## src/rtl/fractal_scan_ctrl.sv

```systemverilog
// Raster driver for the fractal evaluator: issues x/y, tags them through the evaluator latency, decodes results.
// Latency: first pixel EVAL_LAT+1 clocks after start, then 1 pixel/clock.
// Backpressure: issue is credit-limited by result FIFO occupancy plus in-flight tags, so no pixel is ever dropped.
module fractal_scan_ctrl #(
    parameter int H_RES    = 1280,
    parameter int V_RES    = 720,
    parameter int WS       = 16,
    parameter int ITERWS   = 23,
    parameter int IDXW     = 5,
    parameter int EVAL_LAT = 0
) (
    input  logic              clk,
    input  logic              rst_n,
    input  logic              start,
    input  logic              abort,
    output logic              busy,
    output logic              frame_done,
    output logic [WS-1:0]     x,
    output logic [WS-1:0]     y,
    input  logic [ITERWS-1:0] iter_cnt,
    output logic              pix_valid,
    input  logic              pix_ready,
    output logic [WS-1:0]     pix_x,
    output logic [WS-1:0]     pix_y,
    output logic [IDXW-1:0]   pix_iter,
    output logic              code_err
);
    localparam int DEPTH = EVAL_LAT + 2;
    localparam int CW    = $clog2(DEPTH + 1);
    localparam int PW    = $clog2(DEPTH);
    localparam int TW    = $clog2(ITERWS + 1);

    typedef enum logic [1:0] {IDLE, RUN, DRAIN} state_t;
    typedef struct packed {
        logic [WS-1:0]   x;
        logic [WS-1:0]   y;
        logic [IDXW-1:0] idx;
    } pix_t;

    state_t          state;
    pix_t            mem [DEPTH];
    pix_t            head;
    logic [PW-1:0]   rd_ptr;
    logic [PW-1:0]   wr_ptr;
    logic [CW-1:0]   fifo_cnt;
    logic [CW-1:0]   inflight;
    logic            issue;
    logic            flush;
    logic            pop;
    logic            wr_vld;
    logic [WS-1:0]   wr_x;
    logic [WS-1:0]   wr_y;
    logic [IDXW-1:0] idx;
    logic            bad;
    logic [TW-1:0]   ones;
    logic            run;

    function automatic logic [PW-1:0] nxt(input logic [PW-1:0] p);
        return (p == PW'(DEPTH - 1)) ? '0 : p + PW'(1);
    endfunction

    assign flush      = abort && (state != IDLE);
    assign issue      = (state == RUN) && !abort &&
                        (({1'b0, fifo_cnt} + {1'b0, inflight}) < (CW+1)'(DEPTH));
    assign pix_valid  = (fifo_cnt != '0);
    assign pop        = pix_valid && pix_ready;
    assign head       = mem[rd_ptr];
    assign pix_x      = head.x;
    assign pix_y      = head.y;
    assign pix_iter   = head.idx;
    // Last pixel: nothing left behind it in the FIFO or the tag pipe.
    assign frame_done = (state == DRAIN) && !abort && pop &&
                        (fifo_cnt == CW'(1)) && (inflight == '0);

    generate
        if (EVAL_LAT == 0) begin : g_comb
            assign wr_vld   = issue;
            assign wr_x     = x;
            assign wr_y     = y;
            assign inflight = '0;
        end else begin : g_pipe
            logic [EVAL_LAT-1:0] pv;
            logic [WS-1:0]       px [EVAL_LAT];
            logic [WS-1:0]       py [EVAL_LAT];

            always_ff @(posedge clk or negedge rst_n) begin
                if (!rst_n) begin
                    pv <= '0;
                    for (int i = 0; i < EVAL_LAT; i++) begin
                        px[i] <= '0;
                        py[i] <= '0;
                    end
                end else if (flush) begin
                    pv <= '0;
                end else begin
                    pv[0] <= issue;
                    px[0] <= x;
                    py[0] <= y;
                    for (int i = 1; i < EVAL_LAT; i++) begin
                        pv[i] <= pv[i-1];
                        px[i] <= px[i-1];
                        py[i] <= py[i-1];
                    end
                end
            end

            assign wr_vld   = pv[EVAL_LAT-1];
            assign wr_x     = px[EVAL_LAT-1];
            assign wr_y     = py[EVAL_LAT-1];
            assign inflight = CW'($countones(pv));
        end
    endgenerate

    // Thermometer decode: any set bit above the trailing run of ones is malformed.
    always_comb begin
        ones = '0;
        run  = 1'b1;
        for (int i = 0; i < ITERWS; i++) begin
            if (run && iter_cnt[i]) ones = ones + TW'(1);
            else                    run  = 1'b0;
        end
        idx = (ones == '0) ? '0 : IDXW'(ones - TW'(1));
        bad = (ones == '0) || ((iter_cnt >> ones) != '0);
    end

    always_ff @(posedge clk or negedge rst_n) begin
        if (!rst_n) begin
            rd_ptr   <= '0;
            wr_ptr   <= '0;
            fifo_cnt <= '0;
            for (int i = 0; i < DEPTH; i++) mem[i] <= '0;
        end else if (flush) begin
            rd_ptr   <= '0;
            wr_ptr   <= '0;
            fifo_cnt <= '0;
        end else begin
            if (wr_vld) begin
                mem[wr_ptr] <= {wr_x, wr_y, idx};
                wr_ptr      <= nxt(wr_ptr);
            end
            if (pop) rd_ptr <= nxt(rd_ptr);
            fifo_cnt <= fifo_cnt + CW'(wr_vld) - CW'(pop);
        end
    end

    a_no_overflow: assert property (@(posedge clk) disable iff (!rst_n)
        !(wr_vld && !flush && !pop && (fifo_cnt == CW'(DEPTH))));

    always_ff @(posedge clk or negedge rst_n) begin
        if (!rst_n) begin
            state    <= IDLE;
            busy     <= 1'b0;
            x        <= '0;
            y        <= '0;
            code_err <= 1'b0;
        end else begin
            if (wr_vld && !flush && bad) code_err <= 1'b1;
            case (state)
                IDLE: begin
                    if (start && !abort) begin
                        state    <= RUN;
                        busy     <= 1'b1;
                        x        <= '0;
                        y        <= '0;
                        code_err <= 1'b0;
                    end
                end
                RUN: begin
                    if (abort) begin
                        state <= IDLE;
                        busy  <= 1'b0;
                        x     <= '0;
                        y     <= '0;
                    end else if (issue) begin
                        if (x == WS'(H_RES - 1)) begin
                            x <= '0;
                            if (y == WS'(V_RES - 1)) begin
                                y     <= '0;
                                state <= DRAIN;
                            end else begin
                                y <= y + WS'(1);
                            end
                        end else begin
                            x <= x + WS'(1);
                        end
                    end
                end
                DRAIN: begin
                    if (abort || frame_done) begin
                        state <= IDLE;
                        busy  <= 1'b0;
                    end
                end
                default: state <= IDLE;
            endcase
        end
    end
endmodule

```

## config.mk

```make
export PLATFORM = sky130hd
export DESIGN_NAME = fractal_scan_ctrl
export DESIGN_NICKNAME = d
export VERILOG_FILES = /design/src/rtl/fractal_scan_ctrl.sv
export SDC_FILE = /design/constraint.sdc
export NUM_CORES = 1
export LEC_CHECK = 0
export ABC_CLOCK_PERIOD_IN_PS = 3300
export BUFFER_PORTS_ARGS = -buffer_cell sky130_fd_sc_hd__buf_2
export CORE_UTILIZATION = 25
export CTS_CLUSTER_DIAMETER = 100
export CTS_CLUSTER_SIZE = 14
export DETAILED_ROUTE_END_ITERATION = 12
export PLACE_DENSITY = 0.43
export SLEW_MARGIN = 30
export SYNTH_ARGS = -nofsm -noshare
export SYNTH_HDL_FRONTEND = slang
export SYNTH_SLANG_ARGS = --single-unit
export TNS_END_PERCENT = 1
```

## constraint.sdc

```tcl
create_clock -name clk -period 3.3 [get_ports clk]
set_input_delay 0.825 -clock clk [delete_from_list [all_inputs] [get_ports clk]]
set_output_delay 0.825 -clock clk [all_outputs]
set_load 0.05 [all_outputs]
```

=== Yosys cells after proc, flatten, opt, wreduce, memory -nomap -nowiden ===
Cells that the tools add are included.

* Output and inout port bits: 73
* Bits in latches: 0
* Memories: 0
* Input bits: 28
* Register bits after elaboration: 114
* Logic and storage cells: 196
* Bits in writable memories: 0
* Memory bits (read-only): 0

* Eq/ne operators: 11
* Multiplexer cells: 83
* $mul: 0
* Order comparisons: 4
* Divide/modulo/power cells: 0
* $add $sub $neg: 29
* Bitwise operators: 3
* Shift-type cells: 1
* Reduce and logical (&&, ||, !) cells: 51

{| class="wikitable"
|+ Operators by type and width
! cell !! number
|-
| 2-to-1 mux 37 bit || 4
|-
| 2-to-1 mux 16 bit || 8
|-
| 2-to-1 mux 5 bit || 22
|-
| adder 5 x 1 -> 5 bit, second input constant || 21
|-
| bitwise mux 74 bit || 1
|-
| case mux 16 bit (2 select lines) || 2
|-
| demux 37 bit (select 1 bit) || 1
|-
| 2-to-1 mux 1 bit || 35
|-
| logical AND 1 bit || 33
|-
| adder 16 x 1 -> 16 bit, second input constant || 2
|-
| nonzero test 23 bit || 1
|-
| right shift 23 x 5 -> 23 bit || 1
|-
| equality test 16 x 10 -> 1 bit, second input constant || 1
|-
| equality test 16 x 11 -> 1 bit, second input constant || 1
|-
| 2-to-1 mux 2 bit || 8
|-
| nonzero test 2 bit || 5
|-
| AND reduction 4 bit || 2
|-
| != test 3 x 2 -> 1 bit, second input constant || 2
|-
| case mux 2 bit (3 select lines) || 1
|-
| logical NOT 5 bit || 1
|-
| AND reduction 5 bit || 1
|-
| subtractor 5 x 1 -> 5 bit, second input constant || 1
|-
| equality test 2 x 1 -> 1 bit, second input constant || 2
|-
| greater-or-equal comparator 2 bit, second input constant || 2
|-
| 19 further kinds || 24
|}

=== Logic depth before layout (Yosys ltp) ===
Gate-level depths: netlist of the first run.

* Word-level depth: 52
* Gate-level depth with buffers: 58
* Mapped depth without buffers: 57

=== Worst setup path before layout of the first run ===
No wires, ideal clock.

* Path kind: input to register
* Start: in iter_cnt[2]
* End: reg code_err
* Stages: 56
* Data required time: 3.170 ns
* Arrival: 10.280 ns
* Library setup time: 0.130 ns
* Path slack: -7.110 ns
* Cells stage by stage: buf_4 nand4_2 buf_6 and2_1 ha_1 nor2b_1 o21ai_0 a31oi_1 ha_1 mux2i_1 nor3_1 o311ai_0 o21a_1 ha_1 mux2_2 o22ai_1 o21ai_0 o21bai_1 [20 not listed] ha_1 inv_1 mux2i_1 o21ai_0 ha_1 mux2i_1 a211oi_1 o21ai_0 nand3_1 o21ai_1 inv_1 a2111oi_0 o211ai_1 o22ai_1 nand4_1 a221oi_1 o2111a_1 a211oi_1

* Longest elaborated chain between the ends: 49

{| class="wikitable"
|+ Ends and longest elaborated chain
! item !! RTL line !! RTL
|-
| start, declared || 20 || <nowiki>input logic [ITERWS-1:0] iter_cnt,</nowiki>
|-
| logical AND 1 bit || 119 || <nowiki>if (run && iter_cnt[i]) ones = ones + TW'(1);</nowiki>
|-
| 2-to-1 mux 5 bit or 2-to-1 mux 1 bit (tied branches) || 119 ||
|-
| adder 5 x 1 -> 5 bit or logical AND 1 bit (tied branches) || 119 ||
|-
| 2-to-1 mux 5 bit or 2-to-1 mux 1 bit (tied branches) || 119 ||
|-
| adder 5 x 1 -> 5 bit or logical AND 1 bit (tied branches) || 119 ||
|-
| 2-to-1 mux 5 bit or 2-to-1 mux 1 bit (tied branches) || 119 ||
|-
| adder 5 x 1 -> 5 bit or logical AND 1 bit (tied branches) || 119 ||
|-
| 2-to-1 mux 5 bit or 2-to-1 mux 1 bit (tied branches) || 119 ||
|-
| [33 not listed] || n/a ||
|-
| 2-to-1 mux 5 bit || 119 ||
|-
| right shift 23 x 5 -> 23 bit || 123 || <nowiki>bad = (ones == '0) || ((iter_cnt >> ones) != '0);</nowiki>
|-
| nonzero test 23 bit || 123 ||
|-
| logical OR 1 bit (*) || 123 ||
|-
| logical AND 1 bit (*) || 157 || <nowiki>if (wr_vld && !flush && bad) code_err <= 1'b1;</nowiki>
|-
| 2-to-1 mux 1 bit (*) || 157 ||
|-
| 2-to-1 mux 1 bit || 160 || <nowiki>if (start && !abort) begin</nowiki>
|-
| 2-to-1 mux 1 bit (*) || 158 || <nowiki>case (state)</nowiki>
|-
| end signal, assigned || 155 || <nowiki>code_err <= 1'b0;</nowiki>
|-
| end signal, assigned || 157 ||
|-
| end signal, assigned || 165 || <nowiki>code_err <= 1'b0;</nowiki>
|-
| end, declared || 26 || <nowiki>output logic code_err</nowiki>
|}

Every way passes the cells marked *; elsewhere a longest branch is shown, timed or not.
A chain may end at the register's enable or synchronous reset.

=== Worst setup path in the final report of the first run ===
* Start: in iter_cnt[1]
* End: reg code_err

* Longest elaborated chain between the ends: 51

{| class="wikitable"
|+ Ends and longest elaborated chain
! item !! RTL line
|-
| logical AND 1 bit || 119
|-
| 2-to-1 mux 2 bit or 2-to-1 mux 1 bit (tied branches) || 119
|-
| adder 5 x 1 -> 5 bit or logical AND 1 bit (tied branches) || 119
|-
| 2-to-1 mux 5 bit or 2-to-1 mux 1 bit (tied branches) || 119
|-
| adder 5 x 1 -> 5 bit or logical AND 1 bit (tied branches) || 119
|-
| 2-to-1 mux 5 bit or 2-to-1 mux 1 bit (tied branches) || 119
|-
| adder 5 x 1 -> 5 bit or logical AND 1 bit (tied branches) || 119
|-
| 2-to-1 mux 5 bit or 2-to-1 mux 1 bit (tied branches) || 119
|-
| [35 not listed] || n/a
|-
| 2-to-1 mux 5 bit || 119
|-
| right shift 23 x 5 -> 23 bit || 123
|-
| nonzero test 23 bit || 123
|-
| logical OR 1 bit (*) || 123
|-
| logical AND 1 bit (*) || 157
|-
| 2-to-1 mux 1 bit (*) || 157
|-
| 2-to-1 mux 1 bit || 160
|-
| 2-to-1 mux 1 bit (*) || 158
|}

Marks and branches as above.

==> out/results.env, run 1 <==
RUN_STATUS='finished, violations left'
FAILED_CHECKS='setup timing'
CPLARGESTDELAYFAMILY='compound AO/OA/AOI/OAI gates'
MAX_CLOCK_FREQ_GHz=0.104
DRC_ERRORS=0
FINAL.HOLD.WORST_SLACK_NS=0.259
VIAS_AFTER_DETAILED_ROUTING=8242
GRT_MAX_DEGREE=47
LAYOUT.AREA.SEQ_UM2=2850
CRITPATHSLOWESTCELL='or4_4'
N_FILL_CELL=3442
WIRELENGTH_MM=27.1
GRT_USAGE=0.165
CORE-AREA_UM2=32700
CAP_VIOLATIONS=0
ANTENNA_LEFT=0
CTS_ROOT_BUF='clkbuf_16'
IRDROPWORSTVDD_uV=487
REPORT.FINAL.SLEW_VIOL_COUNT=0
LAYOUT_WORST_PATH_CYCLE_SHARE=2.91
NETLIST.TOP_CELL.BY_AREA='dfrtp_1'
FIRST_ITER_VIOLATIONS=404
WORSTHOLDPATHTYPE='input port to asynchronous set/reset pin'
HOLD_VIOLATIONS=0
CRITICAL_PATH.N_BUFFERS_INVERTERS=3
PINT_uW=3460
SW_FRAC_OF_TOTAL=0.376
CTS_BUFFERS=17
AREA_OF_THE_DIE_UM2=34200
DIE_HEIGHT_UM=185
LAYOUT-AREA-OVERHEAD-VS-SYNTH_PCT=40.7
ANTENNA-DIODE-COUNT=0
MAX_STAGE_DELAY_NS=0.51
SETUP_SLACK_NS=-6.30
TOTAL_SWITCHING_POWER_uW=2080
STARTPOINT_CLASS_OF_THE_CRITICAL_PATH='input port'
GP_CONGESTION=0.873
SYN_AVG_CELL_AREA_UM2=8.23
FIN_SETUP_TNS_NS=-66.06
FINALCLOCKSKEW_NS=0.00917
CTS-HOLD-FIX-BUFFERS=0
CTS.PATH.MAX_BUFFERS=2
WORST_SLEW_PIN_SLEW_NS=0.610
CTS_NUM_SINKS=114
ASYNC_RESET_FF_FRAC=1.00
SYNTHESIS.YOSYS.WARNINGS=0
SETUP_VIOL_COUNT_FINAL=11
PORTBUFFERS=100
REG2REG_SLACK_NS=0.54
SITE_ROW_COUNT=66
WORST_SETUP_HOLD_PATH_CLK_SLEW_NS=0.05
PWR-SHARE-SEQ=0.313
CRITPATHREQUIREDTIME_NS=3.59
SYNTH_SEQ_CELLS=114
DRIVE_GT1_FRAC=0.342
DRT_FIRST_PASS_ITERS=4
SORT_OF_ELEMENT_AT_THE_END_OF_THE_CRITICAL_PATH='register'
SYNTH-MAIN-FF-CELL='dfrtp_1'
LEAKAGE_COMPONENT_OF_THE_POWER_uW=0.00582
POST_SYNTH_INST_COUNT=1016
COMB_POWER_SHARE=0.353
FLOORPLAN.DIE.WIDTH_UM=185
CRITICAL_PATH.MAX_FANOUT=5
CRIT_START='iter_cnt[1]'
DETAIL_ROUTED_VIA_COUNT_PER_CELL=4.68
WIRE_PER_INST_UM=15.4
CRITICAL_PATH_TYPE='input port to register'
POWER_PER_CELL_AREA_nW_PER_UM2=472
FIN_UTIL=0.360
CTS.HTREE.LEVELS=4
FIN_CRIT_NS=9.60
START_UTIL=0.256
CRIT_PATH_FREQUENT_CELL='ha_1'
REG2REG_FROM='state[1]'
DESIGN.FINAL.NETS=1364
POWER_uW=5540
TIMING.CRITICAL_PATH.ARRIVAL_NS=9.88
IOPINCOUNT=101
WORST_SLEW_MARGIN_REL=0.588
CLKPWRFRAC=0.335
RSZ_0062_RAISED_AFTER_GLOBAL_ROUTING='yes'
SYNTH_FP_NETS=1073
DPL.HPWL_MM=20.6
SHARE_OF_THE_SYNTHESIZED_AREA_IN_THE_TOP_CELL_TYPE=0.341
SYNTH_SEQUENTIAL_AREA_RATIO=0.341
CLOCK_INSERTION_DELAY_WORST_SKEW_NS=0.42
MULTIINPUTGATEAREA_UM2=5440
EDFF_COUNT_SYNTH=0
PRECTSSETUPSLACK_NS=-6.94
NETLIST_AREA_UM2=8360
GRT_PASS1_WL_MM=44.2
SYNTH_CELL_TYPE_COUNT=84
CTS_TREE='done'
YOSYS-TOP-CELLS-AREA='dfrtp_1 (34%), nand2_1 (12%), mux2_2 (5.5%)'
FIRST_GLOBAL_VIAS=8204
GRT_ANTENNA_BEFORE_REPAIR=0
REMAINING_GLOBAL_ROUTE_OVERFLOW=0
[final timing paths]
path / cells after the start / end
max in group asynchronous: 2 / fifo_cnt[1]
worst max register to register: 11 / y[15]
worst min-delay path: 1 / mem[12]
worst min register to register: 2 / mem[19]
worst max-delay path: 54 / code_err
min in group clk: 2 / mem[19]
[cells in the mapped netlist, drive strengths merged, types with 17 or more instances]
library cell and count:
nor2 63, o21ai 45, inv 30, dfrtp 114, xor2 32, mux2i 17
a21oi 42, clkbuf 34, mux2 42, ha 29, nand2 262, nor3 19
and3 18, nand3 41
[per-layer routing]
metal | wire length [µm] | up-vias | share of wire | track usage
met2 | 12800 | 116 | 0.47 | 0.276
met1 | 13200 | 3958 | 0.49 | 0.221
li1 | - | 4144 | - | -
met4 | 372 | 0 | 0.014 | 0.0443
met5 | 0 | - | 0 | 0
met3 | 737 | 24 | 0.027 | 0.0206
[placed cells by master, fill, tap and decap left out, drive strengths merged, types with 5 or more instances in the layout]
cell type  netlist  routed
o211ai           7       7
or2              6       6
nor3            19      19
nand2          262     262
o2111ai          5       5
a211oi           8       8
buf             13     319
mux2            42      42
nand4           13      13
nand3b           7       7
ha              29      29
nand3           41      41
and3            18      18
mux2i           17      17
and2            10      10
nor2            63      63
a21boi           9       9
a21oi           42      42
a31oi           10      10
clkbuf          34      22
nor2b           13      13
o21ai           45      45
nand2b          15      15
inv             30      30
xor2            32      32
dfrtp          114     114
nor4             5       5
a22o             9       9
xnor3            5       5
clkinv           0       5
o22ai            5       5
xnor2           14      14
or3             10      10
[registers in the layout, indices dropped and copies added, names as in the netlist]
register / cells
code_err: 1
state: 2
mem: 74
y: 16
fifo_cnt: 2
busy: 1
rd_ptr: 1
x: 16
wr_ptr: 1
[cells by family after synthesis]
| kind of cell | synth area share |
|---|---|
| buffers and inverters | 0.0379 |
| adders and majority gates | 0.0446 |
| AOI/OAI and AO/OA | 0.147 |
| DFF | 0.341 |
| muxes | 0.0789 |
| xor gates and xnor gates | 0.0725 |
| and+or+nand+nor | 0.278 |
[final cells by class]
class	count	share of cell area
clock buffers	22	0.0386
clock inverters	10	0.0114
inverters	30	0.00958
multi-input cells	825	0.463
flip-flops and latches	114	0.243
well taps	442	0.0470
repair buffers	319	0.188
[repair_timing]
item	in CTS	in global routing
resized for setup	27	16
setup endpoints to repair	11	11
gates cloned	0	0
buffers inserted	7	5
hold endpoints to repair	0	0
pin swaps	39	26
[power groups by stage]
stage          logic, µW  registers, µW  clock network [µW]
6_report            1950           1730                1860
5_1_grt             2150           1760                1970
4_1_cts             1960           1740                1900
3_5_place_dp        1930           1760                   0
3_3_place_gp        1910           1750                   0
2_1_floorplan       1160           1780                   0
[through the flow]
| step | instance area, µm² | std cells |
|---|---|---|
| 2_1_floorplan | 8460 | 1016 |
| 3_3_place_gp | 10900 | 1718 |
| 3_5_place_dp | 10900 | 1718 |
| 4_1_cts | 11600 | 1757 |
| 5_1_grt | 11800 | 1762 |
| 6_report | 11800 | 1762 |
(Power assumes the default switching activity.)
==> run 2, diff against run 1 <==
--- a/config.mk
+++ b/config.mk
@@ -11,8 +11,9 @@
 export CTS_CLUSTER_DIAMETER = 100
 export CTS_CLUSTER_SIZE = 14
 export DETAILED_ROUTE_END_ITERATION = 12
+export MAX_ROUTING_LAYER = met4
 export PLACE_DENSITY = 0.43
-export SLEW_MARGIN = 30
+export SKIP_LAST_GASP = 1
 export SYNTH_ARGS = -nofsm -noshare
 export SYNTH_HDL_FRONTEND = slang
 export SYNTH_SLANG_ARGS = --single-unit
==> run 2 against run 1 <==
Effect of this change: the run still ends with setup timing left; first-iteration DRC count shrank 1.7%; fmax is essentially flat; non-clock buffer count is the same; clock skew shrank 0.0015 ns; setup slack lost 0.0073 ns; critical endpoint unchanged; largest power group unchanged; highest routed layer unchanged.
==> out/results.env, run 2 (synthesis gave the netlist of run 1 again) <==
ANTENNA-DIODE-COUNT=0
RSZ_0062_RAISED_AFTER_GLOBAL_ROUTING='yes'
START_UTIL=0.256
WORSTHOLDPATHTYPE='input port to asynchronous set/reset pin'
SETUP_SLACK_NS=-6.30
LARGEST_REGISTER_FF_COUNT=74
TIMING.CRITICAL_PATH.ARRIVAL_NS=9.89
DRC_ERRORS=0
DRT_FIRST_PASS_ITERS=5
CLOCK_INSERTION_DELAY_WORST_SKEW_NS=0.42
DPL.HPWL_MM=20.6
LARGEST_REGISTERS_RANKED_BY_FLIP_FLOP_COUNT='mem x74, x x16, y x16'
PORTBUFFERS=100
CTS_ROOT_BUF='clkbuf_16'
CLKPWRFRAC=0.336
CTS.HTREE.LEVELS=4
ANTENNA_LEFT=0
CRITPATHSLOWESTCELL='or4_4'
CTS.PATH.MAX_BUFFERS=2
FINALCLOCKSKEW_NS=0.00765
IOPINCOUNT=101
LAYOUT-AREA-OVERHEAD-VS-SYNTH_PCT=40.0
VIAS_AFTER_DETAILED_ROUTING=8220
REMAINING_GLOBAL_ROUTE_OVERFLOW=0
CRIT_PATH_FREQUENT_CELL='ha_1'
GRT_PASS1_WL_MM=44.2
REPORT.FINAL.SLEW_VIOL_COUNT=0
HOLD_VIOLATIONS=0
PRECTSSETUPSLACK_NS=-6.94
SITE_ROW_COUNT=66
PINT_uW=3450
WORST_SETUP_HOLD_PATH_CLK_SLEW_NS=0.05
CAP_VIOLATIONS=0
IRDROPWORSTVDD_uV=488
CRITICAL_PATH.MAX_FANOUT=5
CTS_TREE='done'
WORST_SLEW_MARGIN_REL=0.595
LAYOUT_WORST_PATH_CYCLE_SHARE=2.91
SW_FRAC_OF_TOTAL=0.376
WORST_SLEW_PIN_SLEW_NS=0.599
CPLARGESTDELAYFAMILY='compound AO/OA/AOI/OAI gates'
MOST-COMMON-LAYOUT-CELLS='nand2_1 (260), buf_4 (219), dfrtp_1 (113)'
DIE_HEIGHT_UM=185
RUN_STATUS='finished, violations left'
MAX_CLOCK_FREQ_GHz=0.104
WIRELENGTH_MM=27.0
FINAL_DESIGN_AREA_NO_FILL_UM2=11700
FIRST_ITER_VIOLATIONS=397
MAX_STAGE_DELAY_NS=0.51
GP_CONGESTION=0.887
AREA_OF_THE_DIE_UM2=34200
N_FILL_CELL=3448
SORT_OF_ELEMENT_AT_THE_END_OF_THE_CRITICAL_PATH='register'
GRT_ANTENNA_BEFORE_REPAIR=1
CRITPATHREQUIREDTIME_NS=3.59
POWER_PER_CELL_AREA_nW_PER_UM2=473
WIRE_PER_INST_UM=15.3
GRT_USAGE=0.169
LAYOUT.AREA.SEQ_UM2=2850
CTS-HOLD-FIX-BUFFERS=0
DESIGN.FINAL.NETS=1364
POSTPLACECELLAREA_UM2=10900
CRITICAL_PATH.N_BUFFERS_INVERTERS=3
LARGEST-REGISTER='mem'
GRT_MAX_DEGREE=47
COMB_POWER_SHARE=0.351
CRITICAL_PATH_TYPE='input port to register'
CTS_NUM_SINKS=114
LAYOUT.CELLS.MOST_COMMON='nand2_1'
DRIVE_GT1_FRAC=0.338
FAILED_CHECKS='setup timing'
STARTPOINT_CLASS_OF_THE_CRITICAL_PATH='input port'
CORE-AREA_UM2=32700
FIN_CRIT_NS=9.60
FIRST_GLOBAL_VIAS=8200
SETUP_VIOL_COUNT_FINAL=11
PWR-SHARE-SEQ=0.313
MULTIINPUTGATEAREA_UM2=5390
DETAIL_ROUTED_VIA_COUNT_PER_CELL=4.67
TOTAL_SWITCHING_POWER_uW=2080
LEAKAGE_COMPONENT_OF_THE_POWER_uW=0.00581
CTS_BUFFERS=17
FLOORPLAN.DIE.WIDTH_UM=185
[run 2: cell counts in the layout (fill, tap and decap cells not counted)]
Identical to the previous run, type by type.
[run 2: path summary, 6_finish.rpt]
| kind | slack (ns) | cells past startpoint | from | endpoint |
|---|---|---|---|---|
| setup / recovery | -6.30 | 53 | iter_cnt[0] | code_err |
| hold / removal | 0.26 | 1 | rst_n | mem[12] |
| setup reg to reg | 0.55 | 11 | state[1] | y[15] |
| hold reg to reg | 0.47 | 2 | mem[19] | mem[19] |
| max in group asynchronous | 2.41 | 2 | rst_n | mem[31] |
| min in group clk | 0.47 | 2 | mem[19] | mem[19] |
[run 2: power by group through the flow]
stage	Clock [µW]	Combinational, µW	Sequential [µW]
after floorplan	0	1160	1780
after global placement	0	1910	1750
after detailed placement	0	1930	1760
after CTS	1900	1950	1740
after global routing	1970	2140	1760
final	1860	1940	1730
[run 2: through the flow]
stage | TNS [ns] | utilization | power (µW) | hold slack, ns | instances
floorplan | -66.98 | - | 2940 | 0.440 | 1016
global route | -74.36 | 0.358 | 5870 | 0.261 | 1762
finish | -67.42 | 0.358 | 5530 | 0.258 | 1762
detailed placement | -72.95 | 0.333 | 3680 | 0.457 | 1718
CTS | -66.75 | 0.355 | 5590 | 0.248 | 1757
global placement | -70.60 | 0.333 | 3670 | 0.452 | 1718
[run 2: final cells by class]
type / instances / area share
Clock inverter: 10 / 0.0114
Sequential cell: 114 / 0.244
Clock buffer: 22 / 0.0388
Tap cell: 442 / 0.0473
Inverter: 30 / 0.00962
Timing Repair Buffer: 319 / 0.188
Multi-Input combinational cell: 825 / 0.460
[run 2: routing by layer]
metal,track usage,part of all wire
met1,0.221,0.49
met2,0.276,0.47
met3,0.0224,0.030
met4,0.0413,0.012
met5,-,0
[run 2: timing repair]
action                     4_1_cts  5_1_grt
resized for setup               22       12
pin swaps                       37       25
setup endpoints to repair       11       11
buffers inserted                 7        5
